$ cat src/rtl/mem_wb_lsu.sv
`default_nettype none
// ============================================================================
// mem_wb_lsu : memory stage (word LSU over a req/ack port) + MEM/WB register
// Rev 1.0
// ============================================================================
module mem_wb_lsu #(
    parameter int XLEN    = 32,
    parameter int RD_BITS = 5
) (
    input  logic                clk,
    input  logic                rst,
    input  logic                flush,
    input  logic                RegWriteM,
    input  logic                MemWriteM,
    input  logic                ResultSrcM,
    input  logic                FPRegWriteM,
    input  logic                FPResultSrcM,
    input  logic [RD_BITS-1:0]  RD_M,
    input  logic [RD_BITS-1:0]  FP_RD_M,
    input  logic [XLEN-1:0]     PCPlus4M,
    input  logic [XLEN-1:0]     ALU_ResultM,
    input  logic [XLEN-1:0]     WriteDataM,
    input  logic [XLEN-1:0]     FP_ALU_ResultM,
    output logic                dmem_req,
    output logic                dmem_we,
    output logic [XLEN-1:0]     dmem_addr,
    output logic [XLEN-1:0]     dmem_wdata,
    input  logic                dmem_ack,
    input  logic [XLEN-1:0]     dmem_rdata,
    output logic                mem_stall,
    output logic                misalign_exc,
    output logic                RegWriteW,
    output logic                FPRegWriteW,
    output logic [RD_BITS-1:0]  RD_W,
    output logic [RD_BITS-1:0]  FP_RD_W,
    output logic [XLEN-1:0]     ResultW,
    output logic [XLEN-1:0]     FPResultW,
    output logic [XLEN-1:0]     PCPlus4W
);

    typedef enum logic [1:0] {
        IDLE = 2'd0,
        BUSY = 2'd1,
        DONE = 2'd2
    } state_t;

    state_t            state;
    state_t            state_nxt;
    logic              memop;
    logic              misal;
    logic              launch;
    logic              req_q;
    logic              we_q;
    logic [XLEN-1:0]   addr_q;
    logic [XLEN-1:0]   wdata_q;
    logic [XLEN-1:0]   load_q;

    always_comb begin
        memop     = MemWriteM | ResultSrcM | FPResultSrcM;
        misal     = memop & (ALU_ResultM[1:0] != 2'b00);
        launch    = (state == IDLE) & memop & ~misal;
        // Gated by reset so the upstream freeze releases the instant reset hits.
        mem_stall = rst & (launch | (state == BUSY));
        state_nxt = state;
        case (state)
            IDLE:    if (launch)   state_nxt = BUSY;
            BUSY:    if (dmem_ack) state_nxt = DONE;
            DONE:    state_nxt = IDLE;
            default: state_nxt = IDLE;
        endcase
    end

    always_ff @(posedge clk or negedge rst) begin
        if (!rst) begin
            state <= IDLE;
        end else begin
            state <= state_nxt;
        end
    end

    // Bus request register: launched from IDLE only, held until the ack.
    always_ff @(posedge clk or negedge rst) begin
        if (!rst) begin
            req_q   <= 1'b0;
            we_q    <= 1'b0;
            addr_q  <= '0;
            wdata_q <= '0;
            load_q  <= '0;
        end else if (launch) begin
            req_q   <= 1'b1;
            we_q    <= MemWriteM;
            addr_q  <= ALU_ResultM;
            wdata_q <= WriteDataM;
        end else if ((state == BUSY) && dmem_ack) begin
            req_q   <= 1'b0;
            we_q    <= 1'b0;
            load_q  <= dmem_rdata;
        end
    end

    assign dmem_req   = req_q;
    assign dmem_we    = we_q;
    assign dmem_addr  = addr_q;
    assign dmem_wdata = wdata_q;

    // MEM/WB register: flush beats stall beats misalignment beats capture.
    always_ff @(posedge clk or negedge rst) begin
        if (!rst) begin
            RegWriteW    <= 1'b0;
            FPRegWriteW  <= 1'b0;
            RD_W         <= '0;
            FP_RD_W      <= '0;
            ResultW      <= '0;
            FPResultW    <= '0;
            PCPlus4W     <= '0;
            misalign_exc <= 1'b0;
        end else if (flush || mem_stall || misal) begin
            RegWriteW    <= 1'b0;
            FPRegWriteW  <= 1'b0;
            RD_W         <= '0;
            FP_RD_W      <= '0;
            ResultW      <= '0;
            FPResultW    <= '0;
            PCPlus4W     <= '0;
            misalign_exc <= ~flush & ~mem_stall & misal;
        end else begin
            RegWriteW    <= RegWriteM;
            FPRegWriteW  <= FPRegWriteM;
            RD_W         <= RD_M;
            FP_RD_W      <= FP_RD_M;
            ResultW      <= ResultSrcM ? load_q : ALU_ResultM;
            FPResultW    <= FPResultSrcM ? load_q : FP_ALU_ResultM;
            PCPlus4W     <= PCPlus4M;
            misalign_exc <= 1'b0;
        end
    end

endmodule
`default_nettype wire

$ cat config.mk
export PLATFORM = sky130hd
export DESIGN_NAME = mem_wb_lsu
export DESIGN_NICKNAME = d
export VERILOG_FILES = /design/src/rtl/mem_wb_lsu.sv
export SDC_FILE = /design/constraint.sdc
export NUM_CORES = 1
export LEC_CHECK = 0
export CAP_MARGIN = 20
export CORE_UTILIZATION = 38
export DETAILED_ROUTE_END_ITERATION = 6
export GPL_TIMING_DRIVEN = 0
export PLACE_DENSITY = 0.8
export SYNTH_ARGS = -nofsm -noshare
export SYNTH_HDL_FRONTEND = slang
export SYNTH_SLANG_ARGS = --single-unit
$ cat constraint.sdc
create_clock -name clk -period 1.68 [get_ports clk]
set_clock_uncertainty 0.15 [all_clocks]
set_input_delay 0.336 -clock clk [delete_from_list [all_inputs] [get_ports clk]]
set_output_delay 0.336 -clock clk [all_outputs]
set_load 0.01 [all_outputs]
==> metrics.txt, run 1 <==
endpoints failing setup 53; Post-Synthesis Cell Area 8043 um2; 1st-pass router iterations 4; share of post-route cells with drive strength above 1 21.46%; Clock Path Buffers 3; Worst-Skew Late Latency 500 ps; register area 5233 um2; DPL Wire Length 17680 um; Tmin final 1842 ps; Max Cap Violations 0; Vias/cell 4.866; Leakage 6.360 nW; Initial Utilization 39.24%; Tcrit/Tclk final 109.6%; Yosys warnings 0; PD cells 1149 nW/um2; first-pass GRT wire length 37500 um; flops & latches, synth 209; post-route ant nets 0; vias in the first global route 6387; Synth top cells by count dfrtp_1, mux2_2, nor3_1, mux2i_1, nor3b_1; multi-input logic area 2646 um2; Die Wd 147.5 um; # fillers 1598; Slew @ Worst Pin 807.6 ps; PortBufs 352; # H-tree levels 1; slew margin rel. 46.16%; predominant post-synthesis flop cell dfrtp_1; io pins 355; All-Layer GR Usage 22.85%; VDD IR max 0.8559 mV; Synth top area share 65.03%; core area 20490 um2; worst hold-check path type input port to asynchronous set/reset pin; biggest area consumer among synthesized cells dfrtp_1; final core utilization 63.49%; worst-path fanout max 3; Distinct cells, synth 28; most common cell in the netlist dfrtp_1; CP arrival 1360 ps; placed insts 1160; Starting DRT DRC Count 140; max-slew violations 0; failing checks negative hold slack, negative setup slack; Syn Area/Cell 14.98 um2; Placer Congestion 0.8288; TritonCTS buffer count 23; Via Count 5922; non-filler instance count after layout 1217; Layout area overhead 61.79%; final worst setup slack -161.5 ps; Worst Setup End Kind primary output; Post-synth EDFFs 0; cell row count 52; DRC 0; wire per inst 20.50 um; # nets final 1112; die area 21750 um2; CTS Sinks 209; root buffer cell clkbuf_16; crit path launch type input port; gr ovfl total 0; FMAX 0.5430 GHz; initial antenna violation count 1; Final Hold Slack -397.8 ps; outcome complete, but fails checks; largest cells by area after synthesis dfrtp_1, mux2_2, mux2i_1; Setup CP Type input port to primary output; Clock transition at path regs 60 ps; pin count of the biggest net entering global routing 108; final WL 24950 um; CTS tree yes; RSZ-0062 raised after global routing yes; CP Data Required Time 1190 ps; ys async rst share 100.0%; Mapped Nets 716; register area share after synthesis 65.03%; Fin. Hold Viols 104; Syn Inst Count 537; Die H 147.5 um
==> worst max-delay path: stages <==
cell	delay [ps]
dlygate4sd2_1	260
or3_4	410
a21oi_4	160
nor2_4	50
buf_6	120
==> power breakdown <==
group / leakage [nW] / internal (mW) / total (mW) / switching [mW]
Clock: 0.362 / 3.07 / 5.02 / 1.95
Combinational: 3.32 / 2.08 / 3.51 / 1.44
Sequential: 2.68 / 5.91 / 6.42 / 0.516
Total: 6.36 / 11.1 / 15.0 / 3.90
==> sequential cells by signal (all words and copies together), names as in the netlist <==
signal        flops
dmem_we           1
PCPlus4W         32
dmem_addr        32
RegWriteW         1
dmem_wdata       32
FPResultW        32
RD_W              5
load_q           32
FPRegWriteW       1
state             2
ResultW          32
dmem_req          1
FP_RD_W           5
misalign_exc      1
==> cells in the final DEF, fill, tap and decap left out, types with 6 or more instances in the layout <==
master and count:
clkdlybuf4s15_1 39, buf_6 6, mux2_2 69, buf_2 9, clkbuf_1 8, clkdlybuf4s50_1 172
nor3_1 65, dlygate4sd2_1 137, buf_4 14, buf_12 9, dfrtp_1 207, clkbuf_16 25
mux2_4 25, mux2i_1 64, clkbuf_8 6, clkbuf_4 8, nor3b_1 41
==> what timing repair did <==
action                                  CTS  global route
resized for setup                       241            74
gates cloned                              3             3
setup buffers                            12             4
endpoints found under the hold margin   104           104
pin swaps                                 1             7
endpoints found under the setup margin  340           206
==> per-layer routing <==
metal  GRT usage [%]  share of wire [%]
met5               0                  0
met4           7.887                3.0
met3           6.235                7.2
met2           40.73                 51
met1           26.33                 39
==> final cells by class <==
cell class | count | share of cell area [%]
Tap cell | 270 | 2.596
Clock buffer | 35 | 5.231
Inverter | 2 | 0.05769
Antenna cell | 1 | 0.01923
Clock inverter | 3 | 0.5192
Timing Repair Buffer | 375 | 28.16
Buffer | 37 | 2.865
Sequential cell | 209 | 40.21
Multi-Input combinational cell | 285 | 20.34
==> per-stage QoR <==
| step | worst slack (ps) | instance area (um2) | setup TNS [ps] | power, mW |
|---|---|---|---|---|
| after global placement | -8772 | 11930 | -2818790 | 10.10 |
| after global routing | -178.8 | 13010 | -4709 | 15.64 |
| after floorplan | -86.38 | 8073 | -2282 | 8.071 |
| final | -161.5 | 13010 | -3418 | 14.96 |
| after CTS | -194.7 | 12820 | -1051 | 15.00 |
| after detailed placement | -1141 | 11970 | -156300 | 10.20 |
==> path summary, 6_finish.rpt <==
check	start	to	slack [ps]	cells past startpoint
min reg2reg	dmem_addr[1]$_DFFE_PN0P_	dmem_addr[1]$_DFFE_PN0P_	340	1
min in group clk	ResultSrcM	ResultW[0]$_DFF_PN0_	60	3
max	MemWriteM	mem_stall	-160	5
min	rst	dmem_addr[21]$_DFFE_PN0P_	-400	1
max reg2reg	state[0]$_DFFE_PN0P_	dmem_addr[6]$_DFFE_PN0P_	-110	5
max in group asynchronous	rst	PCPlus4W[8]$_DFF_PN0_	850	2
==> cell families after synthesis <==
family,Yosys count,share of synthesized area [%]
compound gates,5,0.4511
buf+inv,43,3.049
mux,158,22.06
simple gates,122,9.412
flops,209,65.03
(Power assumes the default switching activity.)
==> run 2: changes to the inputs <==
--- a/config.mk
+++ b/config.mk
@@ -5,6 +5,7 @@
 export SDC_FILE = /design/constraint.sdc
 export NUM_CORES = 1
 export LEC_CHECK = 0
+export ABC_CLOCK_PERIOD_IN_PS = 1680
 export CAP_MARGIN = 20
 export CORE_UTILIZATION = 38
 export DETAILED_ROUTE_END_ITERATION = 6
==> results of run 2 <==
Final layout, timing and power as in run 1 (identical DEF).
